[config.mk]
export PLATFORM = sky130hd
export DESIGN_NAME = if_fetch_unit
export DESIGN_NICKNAME = d
export VERILOG_FILES = /design/src/rtl/if_fetch_unit.sv
export SDC_FILE = /design/constraint.sdc
export NUM_CORES = 1
export LEC_CHECK = 0
export ABC_CLOCK_PERIOD_IN_PS = 2800
export CORE_MARGIN = 2
export CORE_UTILIZATION = 46
export DETAILED_ROUTE_END_ITERATION = 8
export GPL_ROUTABILITY_DRIVEN = 0
export PLACE_DENSITY = 0.81
export SLEW_MARGIN = 20
export SYNTH_ARGS = -nofsm -noshare
export SYNTH_HDL_FRONTEND = slang
export SYNTH_SLANG_ARGS = --single-unit
[constraint.sdc]
create_clock -name i_clk -period 2.8 [get_ports i_clk]
set_input_delay 0.28 -clock i_clk [delete_from_list [all_inputs] [get_ports i_clk]]
set_output_delay 0.28 -clock i_clk [all_outputs]
set_load 0.01 [all_outputs]
[src/rtl/if_fetch_unit.sv]
// ---------------------------------------------------------------------------
// if_fetch_unit
//   Instruction-fetch stage feeding the IF/ID pipeline register. Owns the
//   program counter and fetches over a req/gnt/rvalid memory handshake with
//   at most one request outstanding. Handles hazard freeze and branch redirect.
//
// Ports
//   i_clk            clock, rising edge
//   i_rst            asynchronous reset, active low
//   i_freeze         hazard stall: a ready word is held, not consumed
//   i_branch_taken   redirect request from EX
//   i_branch_addr    redirect target
//   o_imem_req       fetch request valid
//   o_imem_addr      fetch address
//   i_imem_gnt       memory accepts the request this cycle
//   i_imem_rvalid    read data valid
//   i_imem_rdata     read data
//   o_pc             fetched address + 4 (0 during a bubble)
//   o_instruction    fetched word, or NOP_INSTR during a bubble
//   o_inst_valid     o_pc/o_instruction carry a real fetched word
// ---------------------------------------------------------------------------
module if_fetch_unit #(
    parameter int                    BIT_NUMBER = 32,
    parameter logic [BIT_NUMBER-1:0] RESET_PC   = '0,
    parameter logic [BIT_NUMBER-1:0] NOP_INSTR  = 32'hF000_0000
) (
    input  logic                  i_clk,
    input  logic                  i_rst,
    input  logic                  i_freeze,
    input  logic                  i_branch_taken,
    input  logic [BIT_NUMBER-1:0] i_branch_addr,
    output logic                  o_imem_req,
    output logic [BIT_NUMBER-1:0] o_imem_addr,
    input  logic                  i_imem_gnt,
    input  logic                  i_imem_rvalid,
    input  logic [BIT_NUMBER-1:0] i_imem_rdata,
    output logic [BIT_NUMBER-1:0] o_pc,
    output logic [BIT_NUMBER-1:0] o_instruction,
    output logic                  o_inst_valid
);

    typedef enum logic [1:0] {S_FETCH, S_WAIT, S_READY} state_t;

    state_t                r_state;
    logic [BIT_NUMBER-1:0] r_pc_reg;
    logic [BIT_NUMBER-1:0] r_buf_pc;
    logic [BIT_NUMBER-1:0] r_buf_instr;
    logic                  r_kill;     // outstanding response belongs to a squashed path

    logic [BIT_NUMBER-1:0] w_buf_pc_inc;
    logic                  w_out_valid;

    // Modulo 2^BIT_NUMBER: the top word address wraps to 0.
    assign w_buf_pc_inc = r_buf_pc + BIT_NUMBER'(4);

    // A redirect in READY squashes the held word in the same cycle.
    assign w_out_valid = (r_state == S_READY) && !i_branch_taken;

    assign o_imem_req    = (r_state == S_FETCH);
    assign o_imem_addr   = r_pc_reg;
    assign o_inst_valid  = w_out_valid;
    assign o_instruction = w_out_valid ? r_buf_instr : NOP_INSTR;
    assign o_pc          = w_out_valid ? w_buf_pc_inc : '0;

    always_ff @(posedge i_clk or negedge i_rst) begin
        if (!i_rst) begin
            r_state     <= S_FETCH;
            r_pc_reg    <= RESET_PC;
            r_buf_pc    <= '0;
            r_buf_instr <= '0;
            r_kill      <= 1'b0;
        end else begin
            case (r_state)
                S_FETCH: begin
                    if (i_branch_taken)
                        r_pc_reg <= i_branch_addr;
                    if (i_imem_gnt) begin
                        r_buf_pc <= r_pc_reg;
                        r_state  <= S_WAIT;
                        // Old address already accepted: its response must be dropped.
                        if (i_branch_taken)
                            r_kill <= 1'b1;
                    end
                end
                S_WAIT: begin
                    if (i_branch_taken)
                        r_pc_reg <= i_branch_addr;
                    if (i_imem_rvalid) begin
                        if (r_kill || i_branch_taken) begin
                            r_kill  <= 1'b0;
                            r_state <= S_FETCH;
                        end else begin
                            r_buf_instr <= i_imem_rdata;
                            r_state     <= S_READY;
                        end
                    end else if (i_branch_taken) begin
                        r_kill <= 1'b1;
                    end
                end
                S_READY: begin
                    if (i_branch_taken) begin
                        r_pc_reg <= i_branch_addr;
                        r_state  <= S_FETCH;
                    end else if (!i_freeze) begin
                        // Word consumed by IF/ID on this edge.
                        r_pc_reg <= w_buf_pc_inc;
                        r_state  <= S_FETCH;
                    end
                end
                default: r_state <= S_FETCH;
            endcase
        end
    end

endmodule

==> results_dict.tcl, run 1 <==
set metrics [dict create \
    synth_seq_area_share_pct 49.9 \
    dr.pass1.iters 4 \
    startpoint_type "flip-flop" \
    syn-num-nets 543 \
    async_flop_share_pct 100 \
    cts_tree "yes" \
    synth_top_flop_cell "dfrtp_1" \
    cpLargestDelayFamily "simple AND/OR/NAND/NOR gates" \
    place_area_mm2 0.00678 \
    use_met3_pct 8.56 \
    met1_usage_pct 30.8 \
    cp_cell_sequence "ha_2 > nand3_2 > or4_4 > buf_6 > nor4_2 > o21a_1 > dlygate4sd2_1" \
    worst_pin_slew_ns 0.784 \
    drv_slew 0 \
    dp_hpwl_mm 9.27 \
    finalCriticalPeriod_ns 2.78 \
    required_ns 2.52 \
    synth_warnings 0 \
    overflow 0 \
    clockRootBuffer "clkbuf_8" \
    fin_ws_ns 0.0218 \
    rrSetupSlack_ns 0.65 \
    top_usage_layer "met2" \
    tns_ns 0 \
    dp_worst_setup_slack_ns 0.0203 \
    hold_path.class "input port to asynchronous set/reset pin" \
    ys_seq_elements 99 \
    wl_per_cell_um 17.7 \
    io_buffer_count 167 \
    rsz0062_at_grt "true" \
    p_per_area_mw_per_mm2 605 \
    track_usage_pct 24.0 \
    cap_violations 0 \
    p_leak_uw 0.00311 \
    antenna_found_initial 0 \
    irDropWorstVdd_mv 0.440 \
    mostFrequentLayoutCells "clkdlybuf4s50_1 (147), dfrtp_1 (97), mux2_2 (61)" \
    critPathSlowestCell "or4_4" \
    cts_num_sinks 99 \
    r2r_end "o_imem_addr[31]$_DFFE_PN0P_" \
    grt_pass1_vias 4341 \
    vias 4369 \
    timing.reg2reg.worst_path_depth 7 \
    layout-drive-gt1-share_pct 21.1 \
    final_antenna_net_count 0 \
    status "complete, but fails checks" \
    grt_max_degree 61 \
    holdBufCountCts 0 \
    totalWireLength_mm 14.0 \
    fin_crit_sh_pct 99.2 \
    final_cell_area_mm2 0.00724 \
    synth_edf_count 0 \
    critical_path_depth 7 \
    hold_viol 18 \
    grt_pass1_wl_mm 21.9 \
    synth_cells 472 \
    relSlewSlack_pct 47.8 \
    clk_pin_slew_worst_paths_ns 0.09 \
    critical_path_arrival_ns 2.50 \
    initial_utilization_pct 47.7 \
    die_h_um 108 \
    insertedDiodeCount 0 \
    syn_area_mm2 0.00497 \
    grtUsageMet2_pct 38.3 \
    drc 0 \
    cts_made_buffers 9 \
    routed_via_density 5.53 \
    setup_viol 0 \
    violations "hold timing" \
    dieArea_mm2 0.0116 \
    timing.hold.ws_ns -0.0215 \
    power_uw 4380 \
    cts_max_path_buffers 2 \
    io_pins 168 \
    clock_latency_ns 0.36 \
    endpoint_kind "output pin" \
    final_common_cell "clkdlybuf4s50_1" \
    synthToLayoutAreaGrowth_pct 45.7 \
    fp.dieW_um 108 \
    cp.buffers_inverters 2 \
    critPathKind "flip-flop to output pin" \
    yosys.cell_types.count 45 \
    worst_r2r_startpoint "r_buf_pc[3]$_DFFE_PN0P_" \
    h-tree-depth 3 \
    layout.nets 723 \
    critPathMaxStageDelay_ns 0.50 \
    avgSynthCellArea_um2 10.5 \
    critPathMaxFanout 4 \
    clock_skew_ns 0.00928 \
    fmax_mhz 360 \
    rows 37 \
    drtIter0Drc 225 \
    core_area_mm2 0.0104 \
]
[power breakdown]
group          leakage (µW)  total [µW]  switching, µW  internal [µW]
Combinational       0.00185        1310            541            773
Clock             0.0000754         793            458            335
Sequential          0.00119        2270            386           1880
Total               0.00311        4380           1380           2990
[synthesized netlist by cell type (2+ instances only)]
| cell | number | area share (%) |
|---|---|---|
| dfrtp_1 | 99 | 50 |
| mux2_2 | 61 | 14 |
| nor2_1 | 42 | 3.2 |
| nand2_1 | 34 | 2.6 |
| and2_1 | 32 | 4.0 |
| o21ai_0 | 28 | 2.8 |
| a21oi_1 | 20 | 2.0 |
| clkbuf_1 | 20 | 1.5 |
| nand3_1 | 18 | 1.8 |
| xnor2_1 | 16 | 2.8 |
| o21a_1 | 11 | 1.7 |
| nor3_1 | 9 | 0.91 |
| o22ai_1 | 7 | 0.88 |
| and3_1 | 6 | 0.76 |
| inv_1 | 6 | 0.45 |
| nor4_1 | 6 | 0.76 |
| nand4_1 | 5 | 0.63 |
| o211ai_1 | 5 | 0.76 |
| xor2_1 | 5 | 0.88 |
| a21o_1 | 4 | 0.60 |
| buf_6 | 4 | 0.91 |
| nand2b_1 | 4 | 0.50 |
| and4_1 | 3 | 0.53 |
| buf_1 | 3 | 0.23 |
| nand3_2 | 2 | 0.40 |
| nor4_4 | 2 | 0.86 |
| o31a_1 | 2 | 0.35 |
[sequential cells by signal (all words and copies together) (netlist names)]
register,cells
r_state,2
o_imem_addr,32
r_buf_pc,32
r_buf_instr,32
r_kill,1
[repair_timing]
item,in CTS,in global routing
gates resized for setup,34,22
pin swaps,7,5
setup buffers,9,8
gates cloned,2,0
endpoints found under the setup margin,15,13
[through the flow]
stage	cells	util, %
floorplan	472	-
global placement	758	65.1
detailed placement	758	65.1
CTS	782	68.1
global route	790	69.5
finish	790	69.5
[cells by family (layout without fill, tap and decap cells)]
| group | count (synthesis) | after routing | synth area share, % |
|---|---|---|---|
| AND/OR/NAND/NOR | 171 | 173 | 18.6 |
| flip-flops | 99 | 99 | 49.9 |
| AO/OA/AOI/OAI | 82 | 82 | 9.95 |
| multiplexers | 62 | 62 | 14.0 |
| buffers and inverters | 36 | 216 | 3.63 |
| XOR/XNOR | 21 | 21 | 3.70 |
| adder cells (fa/ha/maj) | 1 | 1 | 0.252 |
[layer usage]
layer / part of all wire [%] / vias up
met2: 48 / 176
met3: 8.3 / 20
met5: 0 / -
met1: 41 / 2161
li1: - / 2012
met4: 2.0 / 0
[cell type report]
class	count	area, µm²
repair buffers	197	1920
fillers	793	3180
multi-input cells	339	2500
flip-flops and latches	99	2480
clock buffers	13	149
inverters	6	22.5
well taps	136	170
[worst max-delay path by stage]
stage | start | end | slack [ns]
4_1_cts | r_buf_pc[2]$_DFFE_PN0P_ | o_pc[29] | -0.1
6_report | r_buf_pc[3]$_DFFE_PN0P_ | o_pc[22] | 0.02
5_1_grt | r_buf_pc[12]$_DFFE_PN0P_ | o_pc[25] | -0.06
2_1_floorplan | r_buf_pc[2]$_DFFE_PN0P_ | o_pc[30] | 0.57
3_5_place_dp | r_buf_pc[3]$_DFFE_PN0P_ | o_pc[30] | 0.02
3_3_place_gp | r_buf_pc[5]$_DFFE_PN0P_ | o_pc[25] | 0.10
No activity file was read; power rests on OpenSTA's default activity.
==> inputs of run 2 (changes only) <==
Settings changed: CAP_MARGIN set to 40, MAX_ROUTING_LAYER set to met4.
==> run 2 against run 1 <==
  * The run still ends with hold timing left
  * Highest routed layer unchanged
  * Die area did not move
  * Sequential cell count stayed put
  * Core utilization did not move
  * Critical endpoint unchanged
  * Maximum frequency shrank 0.20%
  * Wire length rose by 0.32%
  * Hold slack better by 0.0037 ns
  * Critical path depth stayed put
  * Design area unchanged
  * Sequential power about the same
  * First-iteration DRC count is 2.7% higher
  * Global-route usage grew 0.73 points
  * Clock skew grew 0.00099 ns
==> results_dict.tcl, run 2 (same netlist as run 1, synthesis figures left out) <==
set metrics [dict create \
    rrSetupSlack_ns 0.65 \
    swShare_pct 31.6 \
    io_buffer_count 167 \
    worst_pin_slew_ns 0.778 \
    fin_crit_sh_pct 99.4 \
    timing.reg2reg.worst_path_depth 7 \
    grt_max_degree 61 \
    antenna_found_initial 0 \
    startpoint_type "flip-flop" \
    insertedDiodeCount 0 \
    cpLargestDelayFamily "simple AND/OR/NAND/NOR gates" \
    worst_r2r_startpoint "r_buf_pc[3]$_DFFE_PN0P_" \
    totalWireLength_mm 14.1 \
    grt_pass1_vias 4362 \
    grt_pass1_wl_mm 21.8 \
    dp_hpwl_mm 9.27 \
    r2r_end "o_imem_addr[31]$_DFFE_PN0P_" \
    overflow 0 \
    endpoint_kind "output pin" \
    dieArea_mm2 0.0116 \
    violations "hold timing" \
    initial_utilization_pct 47.7 \
    core_area_mm2 0.0104 \
    rsz0062_at_grt "true" \
    die_h_um 108 \
    mostFrequentLayoutCells "clkdlybuf4s50_1 (147), dfrtp_1 (97), mux2_2 (61)" \
    cp.buffers_inverters 2 \
    cts_max_path_buffers 2 \
    hold_path.class "input port to asynchronous set/reset pin" \
    share_comb_of_total_power_pct 30.1 \
    irDropWorstVdd_mv 0.442 \
    drtIter0Drc 231 \
    final_util_pct 69.5 \
    clk_pin_slew_worst_paths_ns 0.09 \
    critical_path_arrival_ns 2.50 \
    critPathMaxFanout 4 \
    clockRootBuffer "clkbuf_8" \
    critPathMaxStageDelay_ns 0.50 \
    fill_cells 793 \
    fmax_mhz 359 \
    required_ns 2.52 \
    cts_tree "yes" \
    p_leak_uw 0.00311 \
    final_common_cell "clkdlybuf4s50_1" \
    drc 0 \
    vias 4382 \
    final_cell_area_mm2 0.00724 \
    p_sw_uw 1390 \
    holdBufCountCts 0 \
    dr.pass1.iters 6 \
    drv_slew 0 \
    setup_viol 0 \
    synthToLayoutAreaGrowth_pct 45.7 \
    stdcell_count 790 \
    track_usage_pct 24.7 \
    clock_skew_ns 0.0103 \
    place_area_mm2 0.00678 \
    cts_made_buffers 9 \
    cp_cell_sequence "ha_2 > nand3_2 > or4_4 > buf_6 > nor4_2 > o21a_1 > dlygate4sd2_1" \
    final_antenna_net_count 0 \
    dp_cells 758 \
    routed_via_density 5.55 \
    layout.nets 723 \
    cts_num_sinks 99 \
    wl_per_cell_um 17.8 \
    layout-drive-gt1-share_pct 21.1 \
    p_clk_share_pct 18.1 \
    fp.dieW_um 108 \
    clock_latency_ns 0.36 \
    rows 37 \
    h-tree-depth 3 \
    p_seq_share_pct 51.9 \
    timing.hold.ws_ns -0.0179 \
    critPathKind "flip-flop to output pin" \
    p_per_area_mw_per_mm2 605 \
    io_pins 168 \
    hold_viol 12 \
    status "complete, but fails checks" \
    relSlewSlack_pct 48.1 \
    finalCriticalPeriod_ns 2.78 \
    intPower_uw 2990 \
    cap_violations 0 \
    critPathSlowestCell "or4_4" \
]
## run 2: final cells by class
cell class / instances / area (µm²) / area share, %
multi-input cells: 339 / 2500 / 34.5
clock buffers: 13 / 149 / 2.06
well taps: 136 / 170 / 2.35
flip-flops and latches: 99 / 2480 / 34.3
inverters: 6 / 22.5 / 0.311
repair buffers: 197 / 1920 / 26.5
## run 2: repair_timing
action,CTS,global route
cloned,2,0
setup buffers,9,8
pin swaps,7,5
gates resized for setup,34,22
setup endpoints to repair,15,12
## run 2: how the worst max path moves through the flow
| stage | from | end | slack [ns] | cells after the start |
|---|---|---|---|---|
| after floorplan | r_buf_pc[2]$_DFFE_PN0P_ | o_pc[30] | 0.57 | 7 |
| after global placement | r_buf_pc[5]$_DFFE_PN0P_ | o_pc[25] | 0.10 | 6 |
| after detailed placement | r_buf_pc[3]$_DFFE_PN0P_ | o_pc[30] | 0.02 | 7 |
| after CTS | r_buf_pc[2]$_DFFE_PN0P_ | o_pc[29] | -0.1 | 7 |
| after global routing | r_buf_pc[12]$_DFFE_PN0P_ | o_pc[25] | -0.06 | 8 |
| final | r_buf_pc[3]$_DFFE_PN0P_ | o_pc[22] | 0.02 | 7 |
## run 2: metrics by stage
step	setup slack, ns	power (µW)	TNS, ns	hold slack (ns)
floorplan	0.571	2930	0	-0.0156
global placement	0.103	3400	0	0.401
detailed placement	0.0203	3480	0	0.404
CTS	-0.0968	4340	-0.309	0.0133
global route	-0.0558	4630	-0.140	0.0169
finish	0.0161	4380	0	-0.0179
## run 2: routing by layer
metal / routed length (µm) / GRT usage, %
met5: 0 / -
met4: 306 / 9.43
met3: 940 / 5.36
met2: 6840 / 38.5
met1: 5970 / 31.8
## run 2: worst register-to-register path, stage by stage, from the launching register on
cell      delay, ns
dfrtp_1        0.38
buf_4          0.14
nand3_4        0.12
or4_4          0.57
buf_4          0.16
nor4_4         0.31
xnor2_2        0.14
a221oi_2       0.24
## run 2: power groups by stage
stage / combinational, µW / clock [µW] / sequential (µW)
global placement: 1170 / 0 / 2220
CTS: 1290 / 809 / 2230
global route: 1430 / 867 / 2330
floorplan: 746 / 0 / 2180
detailed placement: 1220 / 0 / 2260
finish: 1320 / 791 / 2270
